===== config.mk =====
export PLATFORM = sky130hd
export DESIGN_NAME = inst_queue
export DESIGN_NICKNAME = d
export VERILOG_FILES = /design/src/rtl/inst_queue.sv
export SDC_FILE = /design/constraint.sdc
export NUM_CORES = 2
export LEC_CHECK = 0
export CORE_MARGIN = 8
export CORE_UTILIZATION = 30
export CTS_BUF_LIST = sky130_fd_sc_hd__clkbuf_8
export DETAILED_ROUTE_END_ITERATION = 12
export DONT_BUFFER_PORTS = 1
export GPL_TIMING_DRIVEN = 0
export PLACE_DENSITY_LB_ADDON = 0.1
export SLEW_MARGIN = 20
export SYNTH_ARGS = -nofsm -noshare
export SYNTH_HDL_FRONTEND = slang
export SYNTH_SLANG_ARGS = --single-unit

===== constraint.sdc =====
create_clock -name clk -period 35.6 [get_ports clk]
set_clock_uncertainty 0.15 [all_clocks]
set_input_delay 5.34 -clock clk [delete_from_list [all_inputs] [get_ports clk]]
set_output_delay 5.34 -clock clk [all_outputs]
set_load 0.05 [all_outputs]

===== src/rtl/inst_queue.sv =====
// inst_queue: decoupling instruction buffer between IF and the dual-issue ID stage.
// Circular buffer of DEPTH entries; up to 2 pushes and 2 pops per cycle.
// The two oldest entries are presented combinationally on the a/b decode slots.
// Optional feature macro: IQ_PERF_CNT_EN adds the empty/stall cycle counters.

package iq_pkg;
  typedef logic [5:0] exception_t;

  typedef struct packed {
    logic [31:0] pc;
    logic [31:0] inst;
    logic        pred_taken;
    logic [31:0] pred_target;
    logic        have_exc;
    exception_t  exc_type;
  } iq_entry_t;
endpackage

module inst_queue
  import iq_pkg::*;
#(
  parameter  int DEPTH = 8,
  localparam int PTR_W = $clog2(DEPTH)
) (
  input  logic        clk,
  input  logic        reset,
  input  logic        flush,
  input  logic [1:0]  if_push_num,
  input  logic [31:0] if0_pc,
  input  logic [31:0] if1_pc,
  input  logic [31:0] if0_inst,
  input  logic [31:0] if1_inst,
  input  logic        if0_pred_branch_taken,
  input  logic        if1_pred_branch_taken,
  input  logic [31:0] if0_pred_branch_target,
  input  logic [31:0] if1_pred_branch_target,
  input  logic        if0_have_exception,
  input  logic        if1_have_exception,
  input  exception_t  if0_exception_type,
  input  exception_t  if1_exception_type,
  output logic        iq_ready,
  input  logic [1:0]  id_consume_inst,
  output logic        a_valid,
  output logic [31:0] a_pc,
  output logic [31:0] a_inst,
  output logic        a_pred_branch_taken,
  output logic [31:0] a_pred_branch_target,
  output logic        a_have_exception,
  output exception_t  a_exception_type,
  output logic        b_valid,
  output logic [31:0] b_pc,
  output logic [31:0] b_inst,
  output logic        b_pred_branch_taken,
  output logic [31:0] b_pred_branch_target,
  output logic        b_have_exception,
  output exception_t  b_exception_type
`ifdef IQ_PERF_CNT_EN
  ,
  output logic [31:0] iq_empty_cycles,
  output logic [31:0] iq_stall_cycles
`endif
);

  localparam int NUM_LANES = 2;
  localparam logic [PTR_W:0] READY_MAX = (PTR_W+1)'(DEPTH - 2);

  iq_entry_t                 mem [DEPTH];
  logic [PTR_W-1:0]          head, tail;
  logic [PTR_W:0]            count;
  iq_entry_t [NUM_LANES-1:0] wr_ent;
  iq_entry_t                 rd_a, rd_b;
  logic [1:0]                push_eff, pop_eff;

  assign wr_ent[0] = '{pc: if0_pc, inst: if0_inst, pred_taken: if0_pred_branch_taken,
                       pred_target: if0_pred_branch_target, have_exc: if0_have_exception,
                       exc_type: if0_exception_type};
  assign wr_ent[1] = '{pc: if1_pc, inst: if1_inst, pred_taken: if1_pred_branch_taken,
                       pred_target: if1_pred_branch_target, have_exc: if1_have_exception,
                       exc_type: if1_exception_type};

  // Ready needs two free slots so a full dual push can always land.
  assign iq_ready = (count <= READY_MAX);

  // Effective push/pop: pushes while not ready (or the illegal code 3) are
  // dropped; over-consumption is clamped to what is actually held.
  always_comb begin
    push_eff = 2'd0;
    pop_eff  = id_consume_inst;
    if (iq_ready && if_push_num != 2'd3) push_eff = if_push_num;
    if ({{(PTR_W-1){1'b0}}, id_consume_inst} > count) pop_eff = count[1:0];
  end

  // Pointer/occupancy state; flush outranks push and pop.
  always_ff @(posedge clk or posedge reset) begin
    if (reset) begin
      head  <= '0;
      tail  <= '0;
      count <= '0;
    end else if (flush) begin
      head  <= '0;
      tail  <= '0;
      count <= '0;
    end else begin
      head  <= head + PTR_W'(pop_eff);
      tail  <= tail + PTR_W'(push_eff);
      count <= count + (PTR_W+1)'(push_eff) - (PTR_W+1)'(pop_eff);
    end
  end

  // Entry storage: lane l writes at tail+l; flush leaves contents in place.
  always_ff @(posedge clk or posedge reset) begin
    if (reset) begin
      for (int i = 0; i < DEPTH; i++) mem[i] <= '0;
    end else if (!flush) begin
      for (int l = 0; l < NUM_LANES; l++)
        if (l < int'(push_eff)) mem[tail + PTR_W'(l)] <= wr_ent[l];
    end
  end

  assign rd_a = mem[head];
  assign rd_b = mem[head + PTR_W'(1)];

  assign a_valid              = (count != '0);
  assign a_pc                 = rd_a.pc;
  assign a_inst               = rd_a.inst;
  assign a_pred_branch_taken  = rd_a.pred_taken;
  assign a_pred_branch_target = rd_a.pred_target;
  assign a_have_exception     = rd_a.have_exc;
  assign a_exception_type     = rd_a.exc_type;

  assign b_valid              = (count >= (PTR_W+1)'(2));
  assign b_pc                 = rd_b.pc;
  assign b_inst               = rd_b.inst;
  assign b_pred_branch_taken  = rd_b.pred_taken;
  assign b_pred_branch_target = rd_b.pred_target;
  assign b_have_exception     = rd_b.have_exc;
  assign b_exception_type     = rd_b.exc_type;

`ifdef IQ_PERF_CNT_EN
  // Occupancy statistics; free-running, wrap naturally, immune to flush.
  always_ff @(posedge clk or posedge reset) begin
    if (reset) begin
      iq_empty_cycles <= '0;
      iq_stall_cycles <= '0;
    end else begin
      if (count == '0 && !flush) iq_empty_cycles <= iq_empty_cycles + 32'd1;
      if (!iq_ready)             iq_stall_cycles <= iq_stall_cycles + 32'd1;
    end
  end
`endif

endmodule


-- Yosys cells after proc, flatten, opt, wreduce, memory -nomap -nowiden
Index checks and enable logic that the tools add are counted.
- equality and inequality tests: 1
- mux-type cells: 20
- bitwise logic cells: 4
- order comparisons: 11
- add/sub/neg operators: 6
- reduce and logical (&&, ||, !) cells: 4
- operators by type and width (kind ; count):
    832-bit two-way mux ; 3
    832-bit bitwise mux ; 2
    104-bit binary-select mux with 3-bit select ; 2
    104-bit demux with 3-bit select ; 2
    104-bit two-way mux ; 6
    4-bit >= comparator, second input constant ; 4
    3-bit NOT with 4-bit output ; 4
    4-bit by 1-bit less-than comparator with 1-bit output, second input constant ; 2
    3-bit by 1-bit adder with 3-bit output, second input constant ; 2
    3-bit by 2-bit adder with 3-bit output ; 2
    3-bit two-way mux ; 2
    4-bit by 2-bit adder with 4-bit output ; 1
    4-bit by 2-bit >= comparator with 1-bit output, second input constant ; 1
    2-bit by 4-bit > comparator with 1-bit output ; 1
    4-bit by 3-bit less-or-equal comparator with 1-bit output, second input constant ; 1
    1-bit by 2-bit less-than comparator with 1-bit output, first input constant ; 2
    2-bit two-way mux ; 2
    4-bit two-way mux ; 1
    4-bit nonzero test ; 1
    4-bit by 2-bit subtractor with 4-bit output ; 1
    1-bit logical AND ; 3
    2-bit inequality test, second input constant ; 1
- word-level logic and storage cells: 97
- input bits: 215
- output and inout port bits: 211
- flip-flop bits (word level): 842

-- Logic depth before layout (Yosys ltp)
- word-level depth: 10
- gate-level depth with buffers: 12
- mapped depth without buffers: 12

-- Worst setup path before layout
OpenSTA, ideal clock, no wires.
- path type: reg-to-output
- from: register head[1]
- to: output b_exception_type[0]
- data required time: 30110 ps
- stages on the path, launching flop included: 6
- setup slack: 27787 ps
- data arrival time: 2323 ps
- buffers on the path: 2
- cell sequence: dfrtp_1 ha_1 buf_2 buf_1 mux4_2 mux2_2
- longest elaborated chain between the ends: 5
- ends and longest elaborated chain (element ; line ; RTL):
    start: declaration ; 68 ; logic [PTR_W-1:0] head, tail;
    start signal: assignment ; 104 ; head <= head + PTR_W'(pop_eff);
    3-bit by 1-bit adder with 3-bit output ; 121 ; assign rd_b = mem[head + PTR_W'(1)];
    3-bit NOT with 4-bit output (not written as such) ; 121 ;
    104-bit binary-select mux with 3-bit select ; 121 ;
    104-bit two-way mux (not written as such) (2 in series) ; 121 ;
    end: declaration ; 56 ; output exception_t b_exception_type
No other way between the ends. The select of a mux whose other input is x is not followed.

-- Worst setup path in the final report
- from: register head[1]
- to: output a_exception_type[4]
- longest elaborated chain between the ends: 4
- ends and longest elaborated chain (element ; line ; RTL):
    3-bit NOT with 4-bit output (not written as such) ; 120 ; assign rd_a = mem[head];
    104-bit binary-select mux with 3-bit select ; 120 ;
    104-bit two-way mux (not written as such) (2 in series) ; 120 ;
    end: declaration ; 49 ; output exception_t a_exception_type,
No other way between the ends. The select of a mux whose other input is x is not followed.

==> flow_summary.html <==
<table>
<tr><th>Metric</th><th>Value</th></tr>
<tr><th colspan="2">Clock network</th></tr>
<tr><td>Clock tree from TritonCTS</td><td>yes</td></tr>
<tr><td>TritonCTS buffer count</td><td>175</td></tr>
<tr><td>Number of buffers on the longest clock path</td><td>3</td></tr>
<tr><td>Register clock-pin slew on the reported worst setup and hold paths</td><td>approximately 60 ps</td></tr>
<tr><td>Resize count post-CTS</td><td>0</td></tr>
<tr><td>Clock insertion delay at the later pin of the skew report</td><td>approximately 960 ps</td></tr>
<tr><td>H-tree level count</td><td>4</td></tr>
<tr><td>Clock sink count</td><td>842</td></tr>
<tr><td>Setup fix buffers added after clock tree synthesis</td><td>0</td></tr>
<tr><td>Root buffer cell</td><td>sky130_fd_sc_hd__clkbuf_8</td></tr>
<tr><td>Number of buffers inserted for hold repair after clock tree synthesis</td><td>0</td></tr>
<tr><th colspan="2">GRT</th></tr>
<tr><td>Total global routing overflow</td><td>0</td></tr>
<tr><td>Global-route wire length before repair</td><td>about 390000 um</td></tr>
<tr><td>Pin count of the biggest net entering global routing</td><td>90</td></tr>
<tr><td>Total routing usage reported by global routing</td><td>~29%</td></tr>
<tr><td>Number of global-route vias before repair</td><td>between 40000 and 50000</td></tr>
<tr><td>Antenna violations before repair</td><td>35</td></tr>
<tr><th colspan="2">STA</th></tr>
<tr><td>Post-route clock period utilization</td><td>between 20% and 30%</td></tr>
<tr><td>Number of endpoints failing setup at the final stage</td><td>0</td></tr>
<tr><td>Final-report hold violation count</td><td>0</td></tr>
<tr><td>Worst-case headroom to the max-slew limit</td><td>between 10% and 20%</td></tr>
<tr><td>Final worst path period need</td><td>10050 ps</td></tr>
<tr><td>Max-slew violation total from the final report</td><td>0</td></tr>
<tr><td>Setup repair after global routing missed its margin</td><td>no</td></tr>
<tr><td>FMAX</td><td>slightly below 0.1 GHz</td></tr>
<tr><td>Measured slew at the worst slew-check pin</td><td>1216 ps</td></tr>
<tr><td>Final sum of negative setup slack</td><td>0 ps</td></tr>
<tr><th colspan="2">Placed design</th></tr>
<tr><td>Weighted congestion reported at the end of routability-driven placement</td><td>a little over 0.9</td></tr>
<tr><td>Placed wire-length estimate</td><td>202200 um</td></tr>
<tr><td>Number of input and output port buffers inserted</td><td>0</td></tr>
<tr><th colspan="2">Route</th></tr>
<tr><td>Number of vias in the routed layout</td><td>roughly 47000</td></tr>
<tr><td>DRC Markers</td><td>0</td></tr>
<tr><td>Router iterations before antenna repair</td><td>6</td></tr>
<tr><td>Post-DRT Antenna Nets</td><td>0</td></tr>
<tr><td>Total wire length</td><td>285700 um</td></tr>
<tr><td>Average wire per standard cell</td><td>~40 um</td></tr>
<tr><td>DR iter-0 viols</td><td>4891</td></tr>
<tr><td>Detail-routed via count per cell</td><td>6.527</td></tr>
<tr><th colspan="2">Worst setup path</th></tr>
<tr><td>Crit end category</td><td>primary output</td></tr>
<tr><td>Critical Path Fanout Max</td><td>10</td></tr>
<tr><td>Critical path required time</td><td>between 30000 and 40000 ps</td></tr>
<tr><td>Reg2Reg Depth</td><td>8</td></tr>
<tr><td>Category of the most critical setup path</td><td>reg2out</td></tr>
<tr><td>Slack of the worst reg-to-reg path</td><td>between 30000 and 40000 ps</td></tr>
<tr><td>End of the worst register-to-register path</td><td>mem[131]</td></tr>
<tr><td>CP arrival</td><td>~4600 ps</td></tr>
<tr><td>Worst R2R Start</td><td>tail[1]</td></tr>
<tr><td>Startpoint type of the worst setup path</td><td>flop</td></tr>
<tr><th colspan="2">Synth</th></tr>
<tr><td>Yosys warning total</td><td>0</td></tr>
<tr><td>Synth top area share</td><td>roughly two fifths</td></tr>
<tr><td>Cell count after synthesis</td><td>about 4400</td></tr>
<tr><td>Synth top area cells</td><td>sky130_fd_sc_hd__dfrtp_1, sky130_fd_sc_hd__mux4_2, sky130_fd_sc_hd__o2bb2ai_1, sky130_fd_sc_hd__mux2_2, sky130_fd_sc_hd__o211ai_1</td></tr>
<tr><td>Syn Area/Cell</td><td>12.14 um^2</td></tr>
<tr><td>Most instantiated flip-flop cell in the synthesis netlist</td><td>sky130_fd_sc_hd__dfrtp_1</td></tr>
<tr><td>Number of flip-flops and latches in the synthesized netlist</td><td>about 840</td></tr>
<tr><td>Sequential element share of the synthesized area</td><td>about two fifths</td></tr>
<tr><td>Share of flip-flops with an asynchronous set or reset after synthesis</td><td>100.0%</td></tr>
<tr><td>Number of distinct library cells after synthesis</td><td>60</td></tr>
<tr><td>Area of the mapped netlist</td><td>approximately 0.054 mm^2</td></tr>
<tr><td>List of most frequent post-synthesis cells</td><td>sky130_fd_sc_hd__dfrtp_1, sky130_fd_sc_hd__mux4_2, sky130_fd_sc_hd__o2bb2ai_1</td></tr>
<tr><td>Synth Net Count</td><td>4644</td></tr>
<tr><td>Number of enable flip-flop cells after synthesis</td><td>0</td></tr>
<tr><td>Most frequent cell after synthesis</td><td>sky130_fd_sc_hd__dfrtp_1</td></tr>
<tr><td>Top cell type by total area after synthesis</td><td>sky130_fd_sc_hd__dfrtp_1</td></tr>
<tr><th colspan="2">Die</th></tr>
<tr><td>Overall die area</td><td>0.1923 mm^2</td></tr>
<tr><td>Placement row count</td><td>~160</td></tr>
<tr><td>Overall die width</td><td>about 440 um</td></tr>
<tr><td>Initial Utilization</td><td>between 30% and 40%</td></tr>
<tr><td>Y dimension of the die</td><td>between 400 and 500 um</td></tr>
<tr><td>Area inside the core boundary</td><td>roughly 0.18 mm^2</td></tr>
<tr><td>Number of ports placed on the die boundary</td><td>about 430</td></tr>
<tr><th colspan="2">Pwr</th></tr>
<tr><td>PD cells</td><td>104.5 mW/mm^2</td></tr>
<tr><td>Total power</td><td>roughly 6400 uW</td></tr>
<tr><td>Leakage power figure</td><td>roughly 0.022 uW</td></tr>
<tr><td>Maximum vdd ir drop</td><td>0.00004638 V</td></tr>
<tr><th colspan="2">Min path</th></tr>
<tr><td>Worst Hold Path Cells</td><td>1</td></tr>
<tr><td>Worst hold path type</td><td>reg2reg</td></tr>
<tr><td>Launch instance of the worst min-delay path</td><td>mem[86]</td></tr>
<tr><td>Worst Hold Path EP</td><td>mem[86]</td></tr>
<tr><th colspan="2">Final layout</th></tr>
<tr><td>Final Net Count</td><td>a little under 5000</td></tr>
<tr><td>Post-layout utilization of the core</td><td>34.27%</td></tr>
<tr><td>Post-synthesis to final-layout area growth</td><td>13.79%</td></tr>
<tr><td>FILL cells</td><td>17850</td></tr>
<tr><td>Fraction of layout cells with a size suffix above 1</td><td>31.85%</td></tr>
<tr><th colspan="2">Status</th></tr>
<tr><td>Result of the run</td><td>complete, no violations</td></tr>
<tr><th colspan="2">Flow run</th></tr>
<tr><td>Max Cap Violations</td><td>0</td></tr>
</table>
[critical path, cell delays in order, from the launching register on]
cell	delay, ps
sky130_fd_sc_hd__dfrtp_1	390
sky130_fd_sc_hd__buf_2	650
sky130_fd_sc_hd__clkbuf_2	650
sky130_fd_sc_hd__buf_1	920
sky130_fd_sc_hd__mux4_2	480
sky130_fd_sc_hd__mux2_2	490
[stage by stage]
step | worst slack (ps) | hold WS [ps] | instances | area [um^2]
final | 25550 | 350.4 | 7128 | 60950
after global routing | 25530 | 361.3 | 7119 | 60920
after CTS | 25250 | 354.5 | 7109 | 60880
after detailed placement | 26290 | 338.8 | 6797 | 57190
after global placement | -7477 | 334.2 | 6767 | 56510
after floorplan | 6454 | 317.2 | 4412 | 53560
[flip-flops by register name, indices dropped and copies added, names as in the netlist]
register  flops
head          3
count         4
tail          3
mem         832
[routing by layer]
layer | routed length, um | up-vias | track usage (%) | part of all wire (%)
li1 | - | 18690 | - | -
met1 | 111900 | 24700 | 36.03 | 39
met2 | 134700 | 2548 | 46.19 | 47
met3 | 24530 | 568 | 7.847 | 8.6
met4 | 14490 | 18 | 12.76 | 5.1
met5 | 177 | - | 0.2771 | 0.062
[report_power, final]
group          total (uW)  internal (uW)  leakage, uW  switching, uW
sequential           1640           1320       0.0109            315
clock                1120            598      0.00211            520
combinational        3620           1250      0.00931           2370
total                6370           3170       0.0223           3200
[layout make-up]
type / instances / area [um^2] / share of cell area, %
diodes: 19 / 47.55 / 0.07801
plain buffers: 677 / 3018 / 4.952
clock buffers: 228 / 3138 / 5.149
clock inverters: 84 / 548.0 / 0.8992
inverters: 13 / 56.30 / 0.09238
multi-input cells: 2880 / 29530 / 48.45
flip-flops and latches: 842 / 21070 / 34.57
well taps: 2355 / 2947 / 4.835
repair buffers: 30 / 590.6 / 0.9690
[worst max-delay path by stage]
| stage | start | to | slack [ps] |
|---|---|---|---|
| 6_report | head[1] | a_exception_type[4] | 25550 |
| 5_1_grt | head[1] | a_exception_type[4] | 25530 |
| 4_1_cts | head[1] | a_inst[16] | 25250 |
| 3_5_place_dp | head[1] | a_inst[16] | 26290 |
| 3_3_place_gp | reset | mem[285] | -7480 |
| 2_1_floorplan | reset | count[0] | 6450 |
[layout by cell type (no fill, tap or decap), types with 26 or more instances in the layout]
cell	Yosys	layout
sky130_fd_sc_hd__mux2_2	209	209
sky130_fd_sc_hd__or2_2	154	154
sky130_fd_sc_hd__a21oi_1	26	26
sky130_fd_sc_hd__inv_1	12	65
sky130_fd_sc_hd__a22oi_1	43	43
sky130_fd_sc_hd__o211ai_1	283	283
sky130_fd_sc_hd__and2_1	103	103
sky130_fd_sc_hd__clkbuf_2	89	116
sky130_fd_sc_hd__o21ai_0	158	158
sky130_fd_sc_hd__dfrtp_1	842	842
sky130_fd_sc_hd__o21a_1	130	130
sky130_fd_sc_hd__clkbuf_8	0	228
sky130_fd_sc_hd__a221o_1	110	110
sky130_fd_sc_hd__buf_1	54	41
sky130_fd_sc_hd__a22o_1	153	153
sky130_fd_sc_hd__o2bb2ai_1	416	416
sky130_fd_sc_hd__nand3_1	153	153
sky130_fd_sc_hd__buf_2	112	121
sky130_fd_sc_hd__a32oi_1	220	220
sky130_fd_sc_hd__mux4_2	416	416
sky130_fd_sc_hd__clkbuf_1	394	372
sky130_fd_sc_hd__o221a_2	153	153
[cell families (layout without fill, tap and decap cells)]
kind of cell               after synthesis  after routing  synth area share, %
adders and majority gates               17             17               0.4532
DFF                                    842            842                39.34
xor gates and xnor gates                 9              9               0.1822
buffers and inverters                  690           1032                5.642
AOI/OAI and AO/OA                     1732           1732                27.02
muxes                                  626            626                21.91
and+or+nand+nor                        496            496                5.453
other                                    0             19                    0
(Power assumes the default switching activity.)
